**src/rtl/vend_coin_scheduler.sv**
```systemverilog
// rtl/vend_coin_scheduler.sv - coin FIFO and issue scheduler in front of the soda vending core
//
// Buffers acceptor coin events (several per cycle allowed) and replays them to
// the core as one-hot single-cycle pulses, holding issue while the core vends.
// Ports:
//   i_clk, i_rst_n                    clock, asynchronous active-low reset
//   i_nickle, i_dime, i_quarter       acceptor coin events
//   o_nickle, o_dime, o_quarter       registered one-hot coin pulses to the core
//   i_soda, i_change                  core dispense pulse and change (5c units)
//   o_level, o_full                   FIFO occupancy and full flag
//   o_vend_count                      vends completed (wrapping)
//   o_change_total, o_drop_count      saturating change sum and dropped-coin count
//   o_err                             sticky protocol error
module vend_coin_scheduler #(
  parameter int DEPTH   = 8,
  parameter int TIMEOUT = 7
) (
  input  logic                   i_clk,
  input  logic                   i_rst_n,
  input  logic                   i_nickle,
  input  logic                   i_dime,
  input  logic                   i_quarter,
  output logic                   o_nickle,
  output logic                   o_dime,
  output logic                   o_quarter,
  input  logic                   i_soda,
  input  logic [2:0]             i_change,
  output logic [$clog2(DEPTH):0] o_level,
  output logic                   o_full,
  output logic [15:0]            o_vend_count,
  output logic [7:0]             o_change_total,
  output logic [7:0]             o_drop_count,
  output logic                   o_err
);
  localparam int PW = $clog2(DEPTH);
  localparam int LW = PW + 1;
  localparam int TW = $clog2(TIMEOUT + 1);

  typedef enum logic {IDLE, WAIT_VEND} state_t;
  state_t state, state_nxt;

  logic [1:0]    mem [DEPTH];
  logic [PW-1:0] wr_ptr, rd_ptr;
  logic [4:0]    shadow, shadow_nxt;
  logic [TW-1:0] tmo_cnt, tmo_cnt_nxt;
  logic          pop, err_set;

  // Enqueue: quarter first, then dime, then nickel; space is judged against the
  // occupancy at the start of the cycle, so a same-cycle pop frees nothing.
  logic [2:0]    coin_req;
  logic [LW-1:0] free_space;
  logic [1:0]    wr_code [3];
  logic [1:0]    n_wr, n_req, n_drop;

  assign coin_req = {i_quarter, i_dime, i_nickle};

  always_comb begin
    free_space = LW'(DEPTH) - o_level;
    n_wr       = '0;
    n_req      = '0;
    wr_code[0] = '0;
    wr_code[1] = '0;
    wr_code[2] = '0;
    for (int k = 2; k >= 0; k--) begin
      if (coin_req[k]) begin
        n_req = n_req + 2'd1;
        if (LW'(n_wr) < free_space) begin
          // bit index + 1 is the entry code: nickel 1, dime 2, quarter 3
          case (n_wr)
            2'd0:    wr_code[0] = 2'(k + 1);
            2'd1:    wr_code[1] = 2'(k + 1);
            default: wr_code[2] = 2'(k + 1);
          endcase
          n_wr = n_wr + 2'd1;
        end
      end
    end
    n_drop = n_req - n_wr;
  end

  always_ff @(posedge i_clk) begin
    for (int k = 0; k < 3; k++) begin
      if (2'(k) < n_wr) mem[wr_ptr + PW'(k)] <= wr_code[k];
    end
  end

  logic [1:0] head;
  logic [5:0] head_val, total;

  assign head = mem[rd_ptr];

  always_comb begin
    case (head)
      2'd1:    head_val = 6'd5;
      2'd2:    head_val = 6'd10;
      2'd3:    head_val = 6'd25;
      default: head_val = 6'd0;
    endcase
    total = {1'b0, shadow} + head_val;
  end

  always_ff @(posedge i_clk or negedge i_rst_n) begin
    if (!i_rst_n) state <= IDLE;
    else          state <= state_nxt;
  end

  always_comb begin
    state_nxt   = state;
    shadow_nxt  = shadow;
    tmo_cnt_nxt = tmo_cnt;
    pop         = 1'b0;
    err_set     = 1'b0;
    case (state)
      IDLE: begin
        if (i_soda) err_set = 1'b1;
        if (o_level != '0) pop = 1'b1;
      end
      WAIT_VEND: begin
        if (i_soda) begin
          // the core is back at 0c in this cycle, so the next coin may go now
          state_nxt   = IDLE;
          tmo_cnt_nxt = '0;
          if (o_level != '0) pop = 1'b1;
        end else if (tmo_cnt <= TW'(1)) begin
          err_set     = 1'b1;
          state_nxt   = IDLE;
          tmo_cnt_nxt = '0;
        end else begin
          tmo_cnt_nxt = tmo_cnt - TW'(1);
        end
      end
      default: state_nxt = IDLE;
    endcase
    if (pop) begin
      if (total >= 6'd20) begin
        shadow_nxt  = '0;
        tmo_cnt_nxt = TW'(TIMEOUT);
        state_nxt   = WAIT_VEND;
      end else begin
        shadow_nxt = total[4:0];
      end
    end
  end

  logic [8:0] chg_sum, drop_sum;

  assign chg_sum  = {1'b0, o_change_total} + 9'(i_change);
  assign drop_sum = {1'b0, o_drop_count} + 9'(n_drop);
  assign o_full   = (o_level == LW'(DEPTH));

  always_ff @(posedge i_clk or negedge i_rst_n) begin
    if (!i_rst_n) begin
      wr_ptr         <= '0;
      rd_ptr         <= '0;
      o_level        <= '0;
      shadow         <= '0;
      tmo_cnt        <= '0;
      o_nickle       <= 1'b0;
      o_dime         <= 1'b0;
      o_quarter      <= 1'b0;
      o_vend_count   <= '0;
      o_change_total <= '0;
      o_drop_count   <= '0;
      o_err          <= 1'b0;
    end else begin
      wr_ptr    <= wr_ptr + PW'(n_wr);
      rd_ptr    <= rd_ptr + PW'(pop);
      o_level   <= o_level + LW'(n_wr) - LW'(pop);
      shadow    <= shadow_nxt;
      tmo_cnt   <= tmo_cnt_nxt;
      o_nickle  <= pop && (head == 2'd1);
      o_dime    <= pop && (head == 2'd2);
      o_quarter <= pop && (head == 2'd3);
      if (i_soda) begin
        o_vend_count   <= o_vend_count + 16'd1;
        o_change_total <= (chg_sum > 9'd255) ? 8'd255 : chg_sum[7:0];
      end
      o_drop_count <= (drop_sum > 9'd255) ? 8'd255 : drop_sum[7:0];
      if (err_set) o_err <= 1'b1;
    end
  end
endmodule

```
**config.mk**
```make
export PLATFORM = sky130hd
export DESIGN_NAME = vend_coin_scheduler
export DESIGN_NICKNAME = d
export VERILOG_FILES = /design/src/rtl/vend_coin_scheduler.sv
export SDC_FILE = /design/constraint.sdc
export NUM_CORES = 1
export LEC_CHECK = 0
export BUFFER_PORTS_ARGS = -buffer_cell sky130_fd_sc_hd__buf_2
export CAP_MARGIN = 20
export CORE_ASPECT_RATIO = 0.5
export CORE_MARGIN = 10
export CORE_UTILIZATION = 50
export CTS_CLUSTER_DIAMETER = 30
export DETAILED_ROUTE_END_ITERATION = 8
export GPL_TIMING_DRIVEN = 0
export PLACE_DENSITY = 0.7
export SKIP_CTS_REPAIR_TIMING = 1
export SLEW_MARGIN = 20
export SYNTH_ARGS = -nofsm -noshare
export SYNTH_HDL_FRONTEND = slang
export SYNTH_SLANG_ARGS = --single-unit
```
**constraint.sdc**
```tcl
create_clock -name i_clk -period 8.5 [get_ports i_clk]
set_clock_uncertainty 0.05 [all_clocks]
set_input_delay 1.275 -clock i_clk [delete_from_list [all_inputs] [get_ports i_clk]]
set_output_delay 1.275 -clock i_clk [all_outputs]
set_load 0.005 [all_outputs]
```
==> flow_metrics.py, run 1 <==
metrics = {
    "critical_path": {
        "worstSetupPathType": "flop to flop",
        "max_stage_delay_ns": 0.49,
        "rr_endpoint": "o_drop_count[6]$_DFF_PN0_",
        "critPathArrivalTime_ns": 6.06,
        "critPathRequiredTime_ns": 8.70,
        "r2r_start": "o_level[0]$_DFF_PN0_",
        "reg2reg_depth": 24,
        "end_kind": "flop",
        "cp_slowest_cell": "nor2_1",
        "crit_path_start_kind": "flop",
        "timing.reg2reg.setup_slack_ns": 2.64,
        "path_cells": "inv_1, ha_1, nor3b_1, a41oi_1, o21ai_0, inv_1, ha_1, nand2_1, inv_1, ha_1, o21ba_2, and4_1, nor2_1, nor2_2, xnor2_1, inv_1, ha_1, xnor2_1, xor2_1, fa_1, clkbuf_1, nor2b_1, a21oi_1, a31oi_1",
        "path_max_fanout": 10,
    },
    "sta": {
        "hold_violations": 0,
        "worst_pin_slew_ns": 0.771,
        "fmax_mhz": 171,
        "drv_slew": 0,
        "timing.hold.ws_ns": 0.420,
        "setup_viol": 0,
        "setup_tns_ns": 0,
        "period_share_pct": 68.9,
        "slew_headroom_pct": 48.3,
        "period_needed_ns": 5.86,
        "grt_setup_unrepaired": "false",
    },
    "logic_synthesis": {
        "synth_cell_type_count": 56,
        "synth_seq_area_share_pct": 39.7,
        "synth.ff_latch_count": 71,
        "syn-instance-count": 472,
        "synth.area.top_cells": "dfrtp_1 29%, edfxtp_1 10%, ha_1 9.1%",
        "synth_area_leader_cell": "dfrtp_1",
        "async_flop_share_pct": 77.5,
        "synth_area_mm2": 0.00468,
        "syn_avg_cell_area_um2": 9.91,
        "synth_edf_count": 16,
        "synthFlopType": "dfrtp_1",
        "syn_nets": 520,
        "yosysWarnings": 0,
        "synth_top_area_share_pct": 29.4,
    },
    "cells_and_area": {
        "utilization_pct": 60.3,
        "drive_gt1_share_pct": 16.0,
        "final_cell_mix": "55 x dfrtp_1, 48 x buf_2, 35 x nand3_1, 34 x inv_1, 34 x ha_1",
        "stdcell_count": 653,
        "final_nets": 579,
        "area_growth_pct": 14.9,
        "fillers": 765,
        "mostFrequentLayoutCell": "dfrtp_1",
        "num_antenna_cells": 0,
    },
    "pwr": {
        "p_comb_share_pct": 56.9,
        "p_total_w": 0.00246,
        "pwr-share-clk_pct": 15.6,
        "peakVddDrop_mv": 0.157,
        "p_per_area_mw_per_mm2": 458,
        "pwr-share-seq_pct": 27.6,
        "p_leak_nw": 2.50,
        "p_int_w": 0.00138,
        "p_switching_w": 0.00108,
        "switching_share_pct": 44.0,
    },
    "place": {
        "hpwl_um": 7860,
        "place_congestion": 0.969,
        "portBuffers": 48,
        "dp.cells": 637,
    },
    "detailed_routing": {
        "drtAntennaViolNets": 0,
        "routed_wl_um": 10700,
        "vias": 3802,
        "dr.pass1.iters": 5,
        "drc_errors": 0,
        "avgViaCountPerCell": 5.82,
        "wire_per_inst_um": 16.4,
        "drt-initial-drc-count": 368,
    },
    "grt": {
        "grt_pass1_vias": 3691,
        "grt_max_degree": 56,
        "grtUsageTotal_pct": 15.7,
        "antenna_found_initial": 0,
        "grt-ovfl-total": 0,
        "grt_first_pass_wirelength_um": 17800,
    },
    "floorplan": {
        "std_cell_rows": 24,
        "fp.dieW_um": 157,
        "die_area_mm2": 0.0139,
        "ios": 50,
        "start_util_pct": 52.5,
        "core_area_mm2": 0.00892,
        "die_h_um": 88.4,
    },
    "clocking": {
        "root_buffer": "clkbuf_16",
        "path_clk_slew_ns": 0.06,
        "cts_tree": "done",
        "insertion_delay_ns": 0.33,
        "clk_path_buf_depth": 2,
        "cts_buffers": 9,
        "htreeDepth": 3,
        "clock-sinks": 71,
    },
    "worst_hold_path": {
        "hold_end": "o_vend_count[15]$_DFFE_PN0P_",
        "min_path_cells": 1,
        "min_from": "o_vend_count[15]$_DFFE_PN0P_",
        "hold_class": "flop to flop",
    },
    "flow_run": {
        "cap_violations": 0,
    },
    "outcome": {
        "status": "completed",
    },
}
[worst max-delay path by stage]
stage,to,start,cells after the start
final,o_drop_count[6]$_DFF_PN0_,o_level[0]$_DFF_PN0_,24
after global routing,o_drop_count[6]$_DFF_PN0_,o_level[0]$_DFF_PN0_,24
after CTS,o_drop_count[4]$_DFF_PN0_,o_level[0]$_DFF_PN0_,23
after detailed placement,o_drop_count[4]$_DFF_PN0_,o_level[0]$_DFF_PN0_,23
after global placement,o_drop_count[4]$_DFF_PN0_,o_level[0]$_DFF_PN0_,23
after floorplan,o_drop_count[4]$_DFF_PN0_,i_quarter,19
[sequential cells by signal, summed over array words and instances, names as in the netlist, 3 cells and up]
register and count:
o_change_total 8, o_drop_count 8, shadow 5, o_vend_count 16, wr_ptr 3, o_level 4
rd_ptr 3, mem 16, tmo_cnt 3
[cell type report]
class	instances	area (µm²)	share of cell area (%)
Tap cell	117	146	2.72
Sequential cell	71	1860	34.6
Timing Repair Buffer	48	243	4.52
Clock inverter	5	63.8	1.19
Buffer	13	65.1	1.21
Multi-Input combinational cell	354	2630	48.9
Clock buffer	11	243	4.52
Inverter	34	128	2.37
[metrics by stage]
| step | setup WS, ns | cell area [µm²] |
|---|---|---|
| 6_report | 2.64 | 5370 |
| 5_1_grt | 2.15 | 5370 |
| 4_1_cts | 2.68 | 5370 |
| 3_5_place_dp | 2.70 | 5070 |
| 3_3_place_gp | 2.81 | 5060 |
| 2_1_floorplan | 3.50 | 4680 |
[cells by family (layout without fill, tap and decap cells)]
family | count (synthesis) | count (layout) | share of synthesized area (%)
muxes | 15 | 15 | 4.49
adders and majority gates | 39 | 39 | 11.2
xor gates and xnor gates | 33 | 33 | 6.18
DFF | 71 | 71 | 39.7
AOI/OAI and AO/OA | 111 | 111 | 17.1
and+or+nand+nor | 156 | 156 | 17.2
buffers and inverters | 47 | 111 | 4.12
[Yosys cell counts, drive strengths merged, types with 4 or more instances]
cell     instances
a21oi           23
a21o            12
o22a             4
and3            16
xor2            11
fa               5
edfxtp          16
ha              34
a31oi            6
dfrtp           55
inv             34
nor3            10
nand2b           6
nor2b            6
o21ai           14
a21boi           4
nor2            25
and2             6
xnor2           22
mux4             4
a21bo            5
nand2           30
mux2i            6
mux2             5
o211ai           9
a22o             5
nor3b            4
a2bb2oi          6
clkbuf          10
nand4            8
nand3           35
[power groups by stage]
stage                     Clock, W  Combinational, W  Sequential (W)
after detailed placement         0           0.00140        0.000678
after CTS                 0.000393           0.00140        0.000676
final                     0.000383           0.00140        0.000679
after floorplan                  0           0.00105        0.000650
after global routing      0.000406           0.00158        0.000700
after global placement           0           0.00135        0.000675
[worst max-delay path, delay by kind of cell, from the launching register on]
| family | cells | cell delay [ns] |
|---|---|---|
| AND/OR/NAND/NOR | 6 | 1.47 |
| flip-flops | 1 | 0.47 |
| buffers and inverters | 5 | 0.70 |
| XOR/XNOR | 3 | 0.63 |
| AO/OA/AOI/OAI | 5 | 0.99 |
| adder cells (fa/ha/maj) | 5 | 1.48 |
[routing by layer]
metal  vias up  share of wire [%]  GRT usage [%]  routed length (µm)
met5         -                  0              0                   0
met4         0                1.8           5.19                 189
met3        18                7.8           4.55                 829
met2       137                 44           25.1                4720
met1      1796                 46           20.2                4940
li1       1851                  -              -                   -
(Power assumes the default switching activity.)
==> inputs of run 2 (changes only) <==
==> constraint.sdc (replaced) <==
create_clock -name i_clk -period 5.67 [get_ports i_clk]
set_clock_uncertainty 0.05 [all_clocks]
set_input_delay 0.8505 -clock i_clk [delete_from_list [all_inputs] [get_ports i_clk]]
set_output_delay 0.8505 -clock i_clk [all_outputs]
set_load 0.005 [all_outputs]
==> run 2 against run 1 <==
Compared with the run above:
- sequential share of layout area fell by 0.32 points
- cell area grew 1.0%
- routed wire length increased by 0.20%
- highest routed layer unchanged
- setup slack worse by 2.2 ns
- largest power group unchanged
==> flow_metrics.py, run 2 (same netlist as run 1, synthesis figures left out) <==
metrics = {
    "outcome": {
        "status": "completed",
    },
    "detailed_routing": {
        "dr.pass1.iters": 6,
        "drt-initial-drc-count": 396,
        "avgViaCountPerCell": 5.79,
        "drtAntennaViolNets": 0,
        "vias": 3778,
        "drc_errors": 0,
        "wire_per_inst_um": 16.4,
        "routed_wl_um": 10700,
    },
    "critical_path": {
        "critPathRequiredTime_ns": 5.87,
        "worstSetupPathType": "flop to flop",
        "path_max_fanout": 10,
        "crit_start": "o_level[0]$_DFF_PN0_",
        "r2r_start": "o_level[0]$_DFF_PN0_",
        "end_kind": "flop",
        "reg2reg_depth": 24,
        "crit_path_start_kind": "flop",
        "critPathArrivalTime_ns": 5.44,
    },
    "sta": {
        "period_share_pct": 92.4,
        "hold_violations": 0,
        "fmax_mhz": 191,
        "worst_pin_slew_ns": 0.758,
        "timing.hold.ws_ns": 0.420,
        "setup_tns_ns": 0,
        "drv_slew": 0,
        "setup_viol": 0,
        "slew_headroom_pct": 49.1,
        "grt_setup_unrepaired": "false",
        "period_needed_ns": 5.24,
    },
    "pwr": {
        "p_comb_share_pct": 57.3,
        "peakVddDrop_mv": 0.237,
        "p_per_area_mw_per_mm2": 686,
        "switching_share_pct": 44.0,
        "p_total_w": 0.00372,
        "p_leak_nw": 2.52,
        "p_switching_w": 0.00164,
        "pwr-share-clk_pct": 15.4,
        "pwr-share-seq_pct": 27.3,
        "p_int_w": 0.00208,
    },
    "grt": {
        "grt-ovfl-total": 0,
        "antenna_found_initial": 0,
        "grt_first_pass_wirelength_um": 17800,
        "grt_max_degree": 56,
        "grtUsageTotal_pct": 15.7,
        "grt_pass1_vias": 3691,
    },
    "cells_and_area": {
        "utilization_pct": 60.9,
        "mostFrequentLayoutCell": "dfrtp_1",
        "final_cell_mix": "54 x dfrtp_1, 48 x buf_2, 35 x nand3_1, 34 x inv_1, 34 x ha_1",
        "drive_gt1_share_pct": 17.7,
        "fin_area_mm2": 0.00543,
        "area_growth_pct": 16.0,
        "final_nets": 579,
        "fillers": 760,
        "largest_registers": "mem: 16 flops, o_vend_count: 16 flops",
        "num_antenna_cells": 0,
    },
    "place": {
        "place_congestion": 0.969,
        "hpwl_um": 7860,
        "portBuffers": 48,
        "placed_cell_area_mm2": 0.00507,
    },
    "floorplan": {
        "die_area_mm2": 0.0139,
        "fp.dieW_um": 157,
        "start_util_pct": 52.5,
        "core_area_mm2": 0.00892,
        "die_h_um": 88.4,
        "std_cell_rows": 24,
        "ios": 50,
    },
    "clocking": {
        "htreeDepth": 3,
        "clock-sinks": 71,
        "path_clk_slew_ns": 0.06,
        "root_buffer": "clkbuf_16",
        "clk_path_buf_depth": 2,
        "insertion_delay_ns": 0.33,
        "cts_tree": "done",
        "cts_buffers": 9,
    },
    "worst_hold_path": {
        "hold_class": "flop to flop",
        "min_from": "o_vend_count[15]$_DFFE_PN0P_",
        "min_path_cells": 1,
    },
    "flow_run": {
        "cap_violations": 0,
    },
}
## run 2: cell count changes in the layout (fill, tap and decap cells not counted), sizes merged
cell	previous run	this run
buf	51	52
clkbuf	21	20
## run 2: power by group through the flow
stage          combinational, W  sequential [W]  clock (W)
2_1_floorplan           0.00157        0.000974          0
3_3_place_gp            0.00203         0.00101          0
3_5_place_dp            0.00209         0.00102          0
4_1_cts                 0.00210         0.00101   0.000590
5_1_grt                 0.00241         0.00105   0.000609
6_report                0.00213         0.00102   0.000574
## run 2: worst max-delay path, cell delays in order, from the launching register on
cell	delay [ns]
dfrtp_2	0.42
inv_1	0.10
ha_1	0.33
nor3b_1	0.29
a41oi_2	0.12
a211o_1	0.31
ha_1	0.19
nand2_1	0.15
inv_1	0.14
ha_1	0.35
nor2_2	0.08
o41ai_2	0.33
buf_4	0.17
nor2_4	0.06
nor2_4	0.20
xnor2_2	0.14
inv_1	0.10
ha_1	0.23
xnor2_2	0.16
xor2_1	0.16
fa_1	0.40
clkbuf_1	0.21
nor2b_1	0.20
a21oi_1	0.09
a31oi_1	0.13
## run 2: path summary, 6_finish.rpt
check / to / slack, ns
setup reg to reg: o_drop_count[6]$_DFF_PN0_ / 0.43
setup / recovery: o_drop_count[6]$_DFF_PN0_ / 0.43
max in group asynchronous: o_level[0]$_DFF_PN0_ / 4.55
hold / removal: o_vend_count[15]$_DFFE_PN0P_ / 0.42
min in group asynchronous: o_drop_count[0]$_DFF_PN0_ / 0.51
hold reg to reg: o_vend_count[15]$_DFFE_PN0P_ / 0.42
## run 2: final cells by class
type	instances	area, µm²	area share, %
Buffer	12	61.3	1.13
Clock buffer	11	243	4.47
Clock inverter	5	63.8	1.18
Inverter	34	128	2.35
Multi-Input combinational cell	354	2680	49.3
Sequential cell	71	1860	34.2
Tap cell	117	146	2.70
Timing Repair Buffer	49	250	4.61
## run 2: stage by stage
stage | setup WS [ns] | instances
finish | 0.433 | 653
global route | 0.0602 | 653
CTS | -0.150 | 653
detailed placement | -0.129 | 637
global placement | -0.0201 | 637
floorplan | 0.773 | 472
## run 2: per-layer routing
layer | track usage, % | vias to the layer above | part of all wire, %
li1 | - | 1844 | -
met1 | 20.2 | 1773 | 45
met2 | 25.1 | 147 | 45
met3 | 4.55 | 14 | 8.6
met4 | 5.19 | 0 | 1.7
met5 | 0 | - | 0
